--- src/rtl/sccpu_dbg_pkg.sv ---
// Shared types and constants for the single-cycle CPU debug monitor.
// Holds the monitor state encoding, the halt cause codes, the dump header
// length and a helper for sizing breakpoint index fields.
package sccpu_dbg_pkg;

    typedef enum logic [2:0] {
        ST_IDLE      = 3'd0,
        ST_RUN       = 3'd1,
        ST_HDR_PC    = 3'd2,
        ST_HDR_INSTR = 3'd3,
        ST_DUMP      = 3'd4,
        ST_DONE      = 3'd5
    } state_e;

    localparam logic [1:0] CAUSE_NONE = 2'd0;
    localparam logic [1:0] CAUSE_BP   = 2'd1;
    localparam logic [1:0] CAUSE_LIM  = 2'd2;

    // PC beat + instruction beat ahead of the register beats
    localparam int unsigned HDR_BEATS = 2;

    // Register select is fixed at 5 bits (up to 32 registers)
    localparam int unsigned REG_SEL_W = 5;

    // Index width that stays at least 1 bit for a single comparator
    function automatic int unsigned idx_width(input int unsigned n);
        return (n > 1) ? $clog2(n) : 1;
    endfunction

endpackage

--- src/rtl/sccpu_bp_match.sv ---
// PC breakpoint comparator bank with lowest-index priority encoding.
// Ports:
//   pc_i      - current CPU PC
//   bp_addr_i - packed breakpoint addresses, slice k = breakpoint k
//   bp_en_i   - per-breakpoint enable
//   hit_o     - any enabled breakpoint matches pc_i (combinational)
//   hit_idx_o - lowest matching index, 0 when no match (combinational)
module sccpu_bp_match
    import sccpu_dbg_pkg::*;
#(
    parameter int unsigned NUM_BP = 2,
    parameter int unsigned DW     = 32,
    parameter int unsigned IDX_W  = idx_width(NUM_BP)
) (
    input  logic [DW-1:0]        pc_i,
    input  logic [NUM_BP*DW-1:0] bp_addr_i,
    input  logic [NUM_BP-1:0]    bp_en_i,
    output logic                 hit_o,
    output logic [IDX_W-1:0]     hit_idx_o
);

    // Scan from the top down so the lowest matching index is written last
    always_comb begin
        hit_o     = 1'b0;
        hit_idx_o = '0;
        for (int k = int'(NUM_BP) - 1; k >= 0; k--) begin
            if (bp_en_i[k] && (pc_i == bp_addr_i[k*DW +: DW])) begin
                hit_o     = 1'b1;
                hit_idx_o = IDX_W'(k);
            end
        end
    end

endmodule

--- src/rtl/sccpu_dbg_monitor.sv ---
// Debug monitor for the single-cycle CPU: halts on a PC breakpoint or cycle
// limit, then streams PC, instruction and rf[0..NREG-1] over a valid/ready
// dump port while walking the register-file read select.
// Ports:
//   clk, rstn            - clock, synchronous active-low reset
//   arm_i                - start from IDLE or resume (step-over) from DONE
//   pc_i, instr_i        - CPU PC and instruction for the current cycle
//   bp_addr_i, bp_en_i   - breakpoint addresses and enables
//   cyc_limit_i          - cycle limit, 0 disables
//   cpu_halt_o           - freezes PC/RF/memory updates
//   reg_sel_o/reg_data_i - register-file read port driven during the dump
//   dump_*               - dump stream (valid/ready/data/last)
//   cause_o, hit_idx_o   - halt cause and lowest matching breakpoint
//   done_o               - dump complete
module sccpu_dbg_monitor
    import sccpu_dbg_pkg::*;
#(
    parameter  int unsigned NUM_BP = 2,
    parameter  int unsigned CYC_W  = 16,
    parameter  int unsigned NREG   = 32,
    parameter  int unsigned DW     = 32,
    localparam int unsigned IDX_W  = idx_width(NUM_BP)
) (
    input  logic                  clk,
    input  logic                  rstn,
    input  logic                  arm_i,
    input  logic [DW-1:0]         pc_i,
    input  logic [DW-1:0]         instr_i,
    input  logic [NUM_BP*DW-1:0]  bp_addr_i,
    input  logic [NUM_BP-1:0]     bp_en_i,
    input  logic [CYC_W-1:0]      cyc_limit_i,
    output logic                  cpu_halt_o,
    output logic [REG_SEL_W-1:0]  reg_sel_o,
    input  logic [DW-1:0]         reg_data_i,
    output logic                  dump_valid_o,
    input  logic                  dump_ready_i,
    output logic [DW-1:0]         dump_data_o,
    output logic                  dump_last_o,
    output logic [1:0]            cause_o,
    output logic [IDX_W-1:0]      hit_idx_o,
    output logic                  done_o
);

    localparam logic [REG_SEL_W-1:0] LAST_REG = REG_SEL_W'(NREG - 1);

    state_e               state_q, state_d;
    logic [CYC_W-1:0]     cyc_q, cyc_d;
    logic [1:0]           cause_q, cause_d;
    logic [IDX_W-1:0]     hit_idx_q, hit_idx_d;
    logic [REG_SEL_W-1:0] beat_q, beat_d;
    logic                 skip_q, skip_d;
    logic [DW-1:0]        pc_cap_q, pc_cap_d;
    logic [DW-1:0]        instr_cap_q, instr_cap_d;

    logic                 bp_match;
    logic [IDX_W-1:0]     bp_idx;
    logic                 hit_bp;
    logic                 hit_lim;
    logic                 run_hit;
    logic                 xfer;

    sccpu_bp_match #(
        .NUM_BP (NUM_BP),
        .DW     (DW),
        .IDX_W  (IDX_W)
    ) u_bp_match (
        .pc_i      (pc_i),
        .bp_addr_i (bp_addr_i),
        .bp_en_i   (bp_en_i),
        .hit_o     (bp_match),
        .hit_idx_o (bp_idx)
    );

    // Trigger conditions; skip masks breakpoints for the step-over cycle
    assign hit_bp  = bp_match && !skip_q;
    assign hit_lim = (cyc_limit_i != '0) && (cyc_q == cyc_limit_i);
    assign run_hit = (state_q == ST_RUN) && (hit_bp || hit_lim);
    assign xfer    = dump_valid_o && dump_ready_i;

    // Next-state logic for FSM, cycle counter, capture and beat sequencer
    always_comb begin
        state_d     = state_q;
        cyc_d       = cyc_q;
        cause_d     = cause_q;
        hit_idx_d   = hit_idx_q;
        beat_d      = beat_q;
        skip_d      = skip_q;
        pc_cap_d    = pc_cap_q;
        instr_cap_d = instr_cap_q;

        case (state_q)
            ST_IDLE: begin
                if (arm_i) begin
                    state_d   = ST_RUN;
                    cyc_d     = '0;
                    cause_d   = CAUSE_NONE;
                    hit_idx_d = '0;
                    skip_d    = 1'b0;
                end
            end
            ST_RUN: begin
                skip_d = 1'b0;
                if (hit_bp || hit_lim) begin
                    state_d     = ST_HDR_PC;
                    pc_cap_d    = pc_i;
                    instr_cap_d = instr_i;
                    cause_d     = hit_bp ? CAUSE_BP : CAUSE_LIM;
                    hit_idx_d   = hit_bp ? bp_idx : '0;
                    beat_d      = '0;
                end else if (cyc_q != '1) begin
                    cyc_d = cyc_q + CYC_W'(1);
                end
            end
            ST_HDR_PC: begin
                if (xfer) state_d = ST_HDR_INSTR;
            end
            ST_HDR_INSTR: begin
                if (xfer) begin
                    state_d = ST_DUMP;
                    beat_d  = '0;
                end
            end
            ST_DUMP: begin
                // beat_q only advances on a transfer, so reg_sel holds under stall
                if (xfer) begin
                    if (beat_q == LAST_REG) begin
                        state_d = ST_DONE;
                        beat_d  = '0;
                    end else begin
                        beat_d = beat_q + REG_SEL_W'(1);
                    end
                end
            end
            ST_DONE: begin
                if (arm_i) begin
                    state_d   = ST_RUN;
                    cyc_d     = '0;
                    cause_d   = CAUSE_NONE;
                    hit_idx_d = '0;
                    skip_d    = 1'b1;
                end
            end
            default: state_d = ST_IDLE;
        endcase
    end

    // State registers with synchronous reset
    always_ff @(posedge clk) begin
        if (!rstn) begin
            state_q     <= ST_IDLE;
            cyc_q       <= '0;
            cause_q     <= CAUSE_NONE;
            hit_idx_q   <= '0;
            beat_q      <= '0;
            skip_q      <= 1'b0;
            pc_cap_q    <= '0;
            instr_cap_q <= '0;
        end else begin
            state_q     <= state_d;
            cyc_q       <= cyc_d;
            cause_q     <= cause_d;
            hit_idx_q   <= hit_idx_d;
            beat_q      <= beat_d;
            skip_q      <= skip_d;
            pc_cap_q    <= pc_cap_d;
            instr_cap_q <= instr_cap_d;
        end
    end

    // Halt is immediate on a RUN hit so the matching instruction never retires
    assign cpu_halt_o   = run_hit
                        || (state_q == ST_HDR_PC) || (state_q == ST_HDR_INSTR)
                        || (state_q == ST_DUMP)   || (state_q == ST_DONE);
    assign dump_valid_o = (state_q == ST_HDR_PC) || (state_q == ST_HDR_INSTR)
                        || (state_q == ST_DUMP);
    assign dump_last_o  = (state_q == ST_DUMP) && (beat_q == LAST_REG);
    assign done_o       = (state_q == ST_DONE);
    assign reg_sel_o    = beat_q;
    assign cause_o      = cause_q;
    assign hit_idx_o    = hit_idx_q;

    // Payload select; register beats pass the async RF read of reg_sel_o
    always_comb begin
        dump_data_o = '0;
        case (state_q)
            ST_HDR_PC:    dump_data_o = pc_cap_q;
            ST_HDR_INSTR: dump_data_o = instr_cap_q;
            ST_DUMP:      dump_data_o = reg_data_i;
            default:      dump_data_o = '0;
        endcase
    end

endmodule
--- config.mk ---
export PLATFORM = sky130hd
export DESIGN_NAME = sccpu_dbg_monitor
export DESIGN_NICKNAME = d
export VERILOG_FILES = /design/src/rtl/sccpu_dbg_pkg.sv /design/src/rtl/sccpu_bp_match.sv /design/src/rtl/sccpu_dbg_monitor.sv
export SDC_FILE = /design/constraint.sdc
export NUM_CORES = 1
export LEC_CHECK = 0
export CELL_PAD_IN_SITES_DETAIL_PLACEMENT = 1
export CELL_PAD_IN_SITES_GLOBAL_PLACEMENT = 1
export CORE_ASPECT_RATIO = 0.7
export CORE_MARGIN = 10
export CORE_UTILIZATION = 30
export DETAILED_ROUTE_END_ITERATION = 8
export GPL_TIMING_DRIVEN = 0
export PLACE_DENSITY = 0.8
export SYNTH_ARGS = -nofsm -noshare
export SYNTH_HDL_FRONTEND = slang
export SYNTH_HIERARCHICAL = 1
export SYNTH_SLANG_ARGS = --single-unit
--- constraint.sdc ---
create_clock -name clk -period 3.55 [get_ports clk]
set_input_delay 0.71 -clock clk [delete_from_list [all_inputs] [get_ports clk]]
set_output_delay 0.71 -clock clk [all_outputs]
set_load 0.05 [all_outputs]
Yosys cells after proc, flatten, opt, wreduce, memory -nomap -nowiden
Cells that the tools add are included.
{"block": "totals", "memories": 0, "regBits": 92, "latchBits": 0, "romBits": 0, "input_bits": 182, "mem_bits_rw": 0, "out_inout_bits": 44, "elab_cells": 87}
{"block": "classes", "magnitude_cmp": 0, "bitwise_logic": 0, "eq_ne": 20, "muxes": 30, "div_mod_pow": 0, "n_shift": 0, "addsub": 2, "n_reduce_logical": 27, "multipliers": 0}
{"operator": "$pmux 32 s3", "count": 1}
{"operator": "$eq 32x32->1", "count": 2}
{"operator": "$mux 16", "count": 3}
{"operator": "$pmux 16 s2", "count": 1}
{"operator": "$mux 5", "count": 4}
{"operator": "$mux 3", "count": 6}
{"operator": "$add 16x1->16 const B", "count": 1}
{"operator": "$eq 16x16->1", "count": 1}
{"operator": "$ne 16x16->1 const B", "count": 1}
{"operator": "$reduce_bool 16->1", "count": 1}
{"operator": "$pmux 3 s5", "count": 1}
{"operator": "$pmux 5 s3", "count": 1}
{"operator": "$ne 2x2->1 const B", "count": 7}
{"operator": "$reduce_and 4->1", "count": 2}
{"operator": "$logic_and 1x1->1", "count": 7}
{"operator": "$logic_or 1x1->1", "count": 7}
{"operator": "$mux 1", "count": 7}
{"operator": "$eq 3x2->1 const B", "count": 2}
{"operator": "$eq 3x3->1 const B", "count": 2}
{"operator": "$mux 2", "count": 3}
{"operator": "$ne 2x1->1 const B", "count": 3}
{"operator": "$reduce_and 3->1", "count": 2}
{"operator": "$reduce_and 6->1", "count": 1}
{"operator": "$reduce_bool 3->1", "count": 2}
{"operator": "other kinds (11)", "count": 11}

Logic depth before layout (Yosys ltp)
Gate-level depths: netlist (run 1).
{"block": "logic_depth", "ltp_word": 11, "mapped_depth": 13, "ltp_nobuf": 11}

Modules after synthesis
Netlist (run 1), hierarchy kept.
{"module": "sccpu_dbg_monitor", "seq_area_each_um2": 1841.8, "area_each_um2": 4674.5, "cells_per_inst": 623, "instances": 1}
{"module": "sccpu_bp_match", "seq_area_each_um2": 0.0, "area_each_um2": 734.5, "cells_per_inst": 90, "instances": 1}

Worst setup path after synthesis (run 1)
OpenSTA, ideal clock, no wires.
{"block": "synth_path", "path_type": "input port to output port", "startpoint": "in pc_i[15]", "endpoint": "out cpu_halt_o", "path_slack_ns": 0.025, "required_ns": 2.840, "path_buffers": 2, "path_stages": 11, "t_arrival_ns": 2.815, "path_cell_list": "xor2_1 nor4_1 nand4_1 nor4_2 a31o_1 nor2b_1 nand2_1 o21a_1 buf_2 buf_2 nand3_1"}
{"block": "synth_via", "elab_chain_cells": 11, "elab_cells_between_ends": 13, "cone_classes": "2 x eq/ne; 2 x mux; 9 x reduce/logical"}
{"element": "from (decl)", "line_no": "sccpu_dbg_monitor.sv:27", "source": "input logic [DW-1:0] pc_i,"}
{"element": "$eq 32x32->1", "line_no": "sccpu_bp_match.sv:27", "source": "if (bp_en_i[k] && (pc_i == bp_addr_i[k*DW +: DW])) begin"}
{"element": "$logic_and 1x1->1", "line_no": "sccpu_bp_match.sv:27"}
{"element": "$mux 1", "line_no": "sccpu_bp_match.sv:27"}
{"element": "$mux 1 *", "line_no": "sccpu_bp_match.sv:27"}
{"element": "via bp_match", "line_no": "sccpu_dbg_monitor.sv:55", "source": "logic bp_match;"}
{"element": "$logic_and 1x1->1 *", "line_no": "sccpu_dbg_monitor.sv:75", "source": "assign hit_bp = bp_match && !skip_q;"}
{"element": "$logic_or 1x1->1 *", "line_no": "sccpu_dbg_monitor.sv:77", "source": "assign run_hit = (state_q == ST_RUN) && (hit_bp || hit_lim);"}
{"element": "$logic_and 1x1->1 *", "line_no": "sccpu_dbg_monitor.sv:77"}
{"element": "$logic_or 1x1->1 * (2 in series)", "line_no": "sccpu_dbg_monitor.sv:172", "source": "|| (state_q == ST_HDR_PC) || (state_q == ST_HDR_INSTR)"}
{"element": "$logic_or 1x1->1 * (2 in series)", "line_no": "sccpu_dbg_monitor.sv:173", "source": "|| (state_q == ST_DUMP) || (state_q == ST_DONE);"}
{"element": "to (decl)", "line_no": "sccpu_dbg_monitor.sv:32", "source": "output logic cpu_halt_o,"}
Mark *: on every way through the listed nets, which the timed path passes. The rest lies on a longest branch.

Final worst setup path (run 1)
{"block": "layout_path", "startpoint": "in bp_addr_i[18]", "endpoint": "out cpu_halt_o"}
{"block": "layout_via", "elab_chain_cells": 10}
{"element": "from (decl)", "line_no": "sccpu_dbg_monitor.sv:29", "source": "input logic [NUM_BP*DW-1:0] bp_addr_i,"}
{"element": "$eq 32x32->1", "line_no": "sccpu_bp_match.sv:27"}
{"element": "$logic_and 1x1->1", "line_no": "sccpu_bp_match.sv:27"}
{"element": "$mux 1", "line_no": "sccpu_bp_match.sv:27"}
{"element": "via bp_match", "line_no": "sccpu_dbg_monitor.sv:55"}
{"element": "$logic_and 1x1->1", "line_no": "sccpu_dbg_monitor.sv:75"}
{"element": "$logic_or 1x1->1", "line_no": "sccpu_dbg_monitor.sv:77"}
{"element": "$logic_and 1x1->1", "line_no": "sccpu_dbg_monitor.sv:77"}
{"element": "$logic_or 1x1->1 (2 in series)", "line_no": "sccpu_dbg_monitor.sv:172"}
{"element": "$logic_or 1x1->1 (2 in series)", "line_no": "sccpu_dbg_monitor.sv:173"}
The timed path passes the listed nets, and every way through them passes these cells.

==> flow_summary.yaml, run 1 <==
outcome:
  status: "complete, but fails checks"
  violations: "setup timing"
place:
  portBuffers: 225
  place_inst: 1169
  routabilityCongestion: 0.870
  detailedPlacementHpwl_um: 21500
  placed_area_um2: 7950
worst_setup_path:
  regToRegEndpoint: "instr_cap_q[30]"
  cp.arrival_ns: 3.03
  crit_required_ns: 2.84
  critPathMaxStageDelay_ns: 0.42
  cp_max_fo: 3
  r2r-start: "cyc_q[6]"
  r2r_slack_ns: 1.05
  r2r_cells: 10
  worstSetupStartpointType: "input port"
  critical_path.slowest_cell: "clkdlybuf4s50_1"
  cp_cell_sequence: "clkdlybuf4s50_1, xor2_1, nor4_1, nand4_1, nor4_2, a31o_2, nor2b_4, nand2_2, o21a_1, buf_6, nand3_4, buf_8"
  cp-end-kind: "output pin"
  crit_buf_inv: 3
  path_class: "input port to output pin"
  crit_family: "simple AND/OR/NAND/NOR gates"
clocking:
  cts_sinks: 92
  cts_root_buf: "clkbuf_16"
  clk_pin_slew_ns: 0.06
  hold_buffers: 0
  clkLatencyLatePin_ns: 0.35
  cts_inserted_buffers: 9
  clock_path_buffers: 2
  htreeDepth: 3
  cts_tree: "built"
timing:
  fin_crit_sh_pct: 105
  setup_slack_ns: -0.192
  final.min_clock_period_ns: 3.74
  tightest_slew_ns: 0.795
  finalSetupViolations: 1
  skew_ns: 0.0106
  fmax_ghz: 0.267
  drv_slew: 0
  hold_viol: 0
  rsz0062_at_grt: "yes"
  slew_headroom_pct: 47.0
  hold_ws_ns: 0.457
floorplan:
  io_pins: 226
  core_um2: 17400
  initial_core_util_pct: 31.1
  die_h_um: 132
  die_area_um2: 23900
  dieWidth_um: 180
  fp-row-count: 40
routing:
  drt_wl_total_um: 26400
  drc: 0
  via_count: 6209
  wire_per_inst_um: 22.2
  drt_iter0_markers: 419
  postRouteAntennaNets: 0
  first_pass_iters: 5
  vias_per_cell: 5.22
min_path:
  hold_start: "pc_cap_q[31]"
  hold_depth: 2
  hp-class: "register to register"
  hold_end: "pc_cap_q[31]"
synthesis:
  ys_ff_latch: 92
  synth-edff-count: 0
  netlist_area_um2: 5410
  async_flop_share_pct: 0
  synth-main-ff-cell: "dfxtp_1"
  ys_top_cells_by_area: "dfxtp_1 (34%), nand2_1 (12%), a21oi_1 (7.9%), xor2_1 (7.4%), xnor2_1 (5.5%)"
  synth_top_area_share_pct: 34.1
  netlist.top_cell.by_area: "dfxtp_1"
  synth.distinct_cells: 54
  syn-mean-instance-area_um2: 7.59
  syn_nets: 898
  yosysWarnings: 6
  yosysSeqAreaShare_pct: 34.1
  synth_cells: 713
finish:
  layout_commonest_cell: "nand2_1"
  area_growth_pct: 52.3
  final-instance-count-excl-fill: 1189
  fin_area_um2: 8240
  drive_gt1_share_pct: 10.4
  final_nets: 1137
  final_cell_mix: "nand2_1 (175), clkdlybuf4s50_1 (157), dfxtp_1 (92)"
power_and_ir_drop:
  ir_drop_mv: 0.211
  power_density_nw_per_um2: 289
  p_leak_uw: 0.00301
global_routing:
  grt_overflow: 0
  track_usage_pct: 21.1
  grt_pass1_vias: 6565
  grt_max_degree: 20
  grt_pass1_wl_um: 39900
  antenna_found_initial: 1
run:
  drv_cap: 0
per-stage QoR:
step	TNS [ns]	util (%)	setup slack [ns]	power (µW)
final	-0.192	47.3	-0.192	2380
after global routing	-0.221	47.3	-0.221	2470
after CTS	-0.258	47.4	-0.258	2390
after detailed placement	-45.89	45.6	-1.76	1480
after global placement	-44.48	45.6	-1.76	1470
after floorplan	0	-	0.0245	1190
metal layers:
| metal | GRT usage, % | vias up | routed length, µm |
|---|---|---|---|
| li1 | - | 2988 | - |
| met3 | 5.13 | 18 | 1440 |
| met4 | 3.82 | 0 | 281 |
| met5 | 0 | - | 0 |
| met1 | 29.0 | 3017 | 12800 |
| met2 | 32.6 | 186 | 11900 |
cell families after synthesis:
kind of cell	count (synthesis)	share of synthesized area, %
buf+inv	51	4.97
xor+xnor	81	13.3
flops	92	34.1
compound gates	197	21.6
fa+ha+maj	3	0.694
simple gates	289	25.4
worst max-delay path by stage:
stage                        startpoint    endpoint  slack (ns)  depth (start not counted)
after detailed placement       pc_i[14]  cpu_halt_o       -1.76                         13
final                     bp_addr_i[18]  cpu_halt_o       -0.19                         12
after global placement         pc_i[14]  cpu_halt_o       -1.76                         13
after floorplan                pc_i[15]  cpu_halt_o        0.02                         11
after global routing      bp_addr_i[15]  cpu_halt_o       -0.22                         12
after CTS                  bp_addr_i[1]  cpu_halt_o       -0.26                         12
sequential cells by signal, indices dropped and copies added (netlist names):
register	cells
skip_q	1
state_q	3
pc_cap_q	32
hit_idx_o	1
cyc_q	16
cause_o	2
instr_cap_q	32
reg_sel_o	5
report_power, final:
part           leakage (µW)  total [µW]  internal [µW]  switching (µW)
registers          0.000741        1040           1030            2.53
logic               0.00214         426            236             190
clock network      0.000132         916            478             438
total               0.00301        2380           1750             631
cell usage after synthesis, types with 7 or more instances:
library cell	n
xnor2_1	34
nand2_1	176
buf_6	8
xor2_1	46
o21ai_0	46
nor4_1	13
clkbuf_1	33
nor2_1	14
nand3_1	21
a22oi_1	32
nand4_1	12
dfxtp_1	92
and2_1	7
a21oi_1	85
worst min-delay path: cells and delay by family, from the launching register on:
kind | cells | cell delay, ns
compound gates | 1 | 0.05
flops | 1 | 0.31
simple gates | 1 | 0.05
repair_timing:
action                                  4_1_cts  5_1_grt
setup buffers                                 4        1
pin swaps                                     6        7
endpoints found under the setup margin      116       50
gates resized for setup                      83      113
final cells by class:
class / instances / area, µm²
diodes: 1 / 2.50
plain buffers: 47 / 267
clock buffers: 9 / 225
clock inverters: 7 / 51.3
fillers: 2185 / 9180
inverters: 2 / 7.51
multi-input cells: 570 / 3380
flip-flops and latches: 92 / 1840
well taps: 231 / 289
repair buffers: 230 / 2170
(Power assumes the default switching activity.)
==> inputs of run 2 (changes only) <==
--- a/config.mk
+++ b/config.mk
@@ -9,10 +9,11 @@
 export CELL_PAD_IN_SITES_GLOBAL_PLACEMENT = 1
 export CORE_ASPECT_RATIO = 0.7
 export CORE_MARGIN = 10
-export CORE_UTILIZATION = 30
+export CORE_UTILIZATION = 31
+export CTS_BUF_LIST = sky130_fd_sc_hd__clkbuf_8
 export DETAILED_ROUTE_END_ITERATION = 8
 export GPL_TIMING_DRIVEN = 0
-export PLACE_DENSITY = 0.8
+export PLACE_DENSITY = 0.82
 export SYNTH_ARGS = -nofsm -noshare
 export SYNTH_HDL_FRONTEND = slang
 export SYNTH_HIERARCHICAL = 1
==> constraint.sdc (replaced) <==
create_clock -name clk -period 3.55 [get_ports clk]
set_input_delay 0.71 -clock clk [delete_from_list [all_inputs] [get_ports clk]]
set_output_delay 0.71 -clock clk [all_outputs]
set_load 0.005 [all_outputs]
==> flow_summary.yaml, run 2 (synthesis results as in run 1) <==
clocking:
  cts_tree: "built"
  clk_pin_slew_ns: 0.10
  clkLatencyLatePin_ns: 0.38
  clock_path_buffers: 2
  cts_inserted_buffers: 9
  htreeDepth: 3
  cts_sinks: 92
  cts_root_buf: "clkbuf_8"
floorplan:
  fp-row-count: 40
  die_area_um2: 23200
  initial_core_util_pct: 31.6
  die_h_um: 131
  dieWidth_um: 178
  io_pins: 226
  core_um2: 17100
worst_setup_path:
  crit_buf_inv: 2
  r2r_slack_ns: 1.11
  regToRegEndpoint: "pc_cap_q[31]"
  cp_max_fo: 3
  critPathCapture: "cpu_halt_o"
  worstSetupPathDepth: 10
  critPathMaxStageDelay_ns: 0.46
  cp-end-kind: "output pin"
  r2r-start: "cyc_q[6]"
  worstSetupStartpointType: "input port"
  critPathLaunch: "bp_addr_i[39]"
  critical_path.slowest_cell: "clkdlybuf4s50_1"
  crit_required_ns: 2.84
  cp_cell_sequence: "clkdlybuf4s50_1, xnor2_2, nand4_1, nor4_4, a31o_1, nor2b_4, nand2_2, o21a_4, nand3_2, buf_6"
  path_class: "input port to output pin"
  crit_family: "simple AND/OR/NAND/NOR gates"
  r2r_cells: 9
  cp.arrival_ns: 2.79
timing:
  finalSetupTns_ns: 0
  drv_slew: 0
  hold_ws_ns: 0.463
  finalSetupViolations: 0
  tightest_slew_ns: 0.715
  hold_viol: 0
  fin_crit_sh_pct: 98.7
  rsz0062_at_grt: "yes"
  slew_headroom_pct: 52.3
  final.min_clock_period_ns: 3.50
  skew_ns: 0.0155
  fmax_ghz: 0.285
place:
  portBuffers: 225
  detailedPlacementHpwl_um: 21700
  place_inst: 1169
  placed_area_um2: 7950
  routabilityCongestion: 0.891
global_routing:
  grt_pass1_vias: 6711
  grt_pass1_wl_um: 39400
  antenna_found_initial: 2
  track_usage_pct: 22.0
  grt_overflow: 0
  grt_max_degree: 16
routing:
  drc: 0
  postRouteAntennaNets: 0
  drt_iter0_markers: 392
  wire_per_inst_um: 22.6
  via_count: 6310
  drt_wl_total_um: 26900
  first_pass_iters: 4
  vias_per_cell: 5.30
power_and_ir_drop:
  power.total_uw: 2240
  power_density_nw_per_um2: 270
  ir_drop_mv: 0.172
  p_leak_uw: 0.00293
finish:
  final_nets: 1136
  reg_top3: "instr_cap_q x32, pc_cap_q x32, cyc_q x16"
  area_growth_pct: 53.6
  fill_cells: 2109
  fin_area_um2: 8310
  final_cell_mix: "nand2_1 (175), clkdlybuf4s50_1 (163), dfxtp_1 (92)"
  multi_input_comb_area_um2: 3460
  final-instance-count-excl-fill: 1191
  register_area_um2: 1840
  drive_gt1_share_pct: 9.94
  layout_commonest_cell: "nand2_1"
min_path:
  hold_start: "pc_cap_q[9]"
  hp-class: "register to register"
outcome:
  status: "complete, no violations"
run:
  drv_cap: 0
==> run 2: changes by cell type in the layout (fill, tap and decap cells not counted), sizes merged <==
cell	previous run	this run
clkbuf	69	49
dlygate4sd2	20	30
clkdlybuf4s15	1	10
dlymetal6s2s	17	9
clkdlybuf4s50	157	163
buf	22	26
diode	1	4
clkinv	4	2
clkinvlp	2	0
bufinv	0	1
inv	3	4
==> run 2: worst reg2reg max path: stages, from the launching register on <==
cell      delay, ns
dfxtp_1        0.31
buf_2          0.16
xor2_1         0.18
nor4_2         0.33
nand3_1        0.30
o21a_4         0.31
buf_4          0.20
clkbuf_1       0.28
nand2_1        0.17
a21oi_1        0.07
==> run 2: cell type report <==
type | instances | share of cell area (%)
Buffer | 45 | 3.16
Sequential cell | 92 | 22.2
Inverter | 2 | 0.0904
Multi-Input combinational cell | 570 | 41.6
Clock inverter | 5 | 0.693
Timing Repair Buffer | 231 | 26.8
Clock buffer | 11 | 1.82
Tap cell | 231 | 3.48
Antenna cell | 4 | 0.120
==> run 2: per-stage QoR <==
step                      setup WS, ns  util [%]
after global placement           -1.49      46.4
after detailed placement         -1.48      46.4
after floorplan                  0.310         -
after global routing           -0.0604      48.5
after CTS                      -0.0366      48.1
final                           0.0464      48.5
==> run 2: timing repair <==
action	in CTS	in global routing
hold buffers	0	0
pin swaps	15	14
setup endpoints to repair	111	37
cloned	0	0
buffers inserted	3	3
resized for setup	109	44
==> run 2: worst min-delay path by stage <==
stage / to / depth (start not counted) / slack [ns]
after CTS: pc_cap_q[17] / 2 / 0.46
after global routing: instr_cap_q[25] / 2 / 0.49
after global placement: pc_cap_q[31] / 2 / 0.44
after detailed placement: instr_cap_q[3] / 2 / 0.45
after floorplan: pc_cap_q[0] / 2 / 0.44
final: pc_cap_q[9] / 2 / 0.46
==> run 2: report_power, final <==
group          switching (µW)  leakage, µW  total (µW)  internal [µW]
logic                     203      0.00208         431            228
registers                2.25     0.000741        1040           1030
clock network             407     0.000110         774            367
==> run 2: routing by layer <==
metal / up-vias / share of wire [%] / global-route usage, % / wire [µm]
li1: 2974 / - / - / -
met1: 3125 / 45 / 28.8 / 12100
met2: 189 / 46 / 35.4 / 12500
met3: 22 / 7.7 / 6.45 / 2060
met4: 0 / 1.0 / 4.55 / 281
met5: - / 0 / 0 / 0
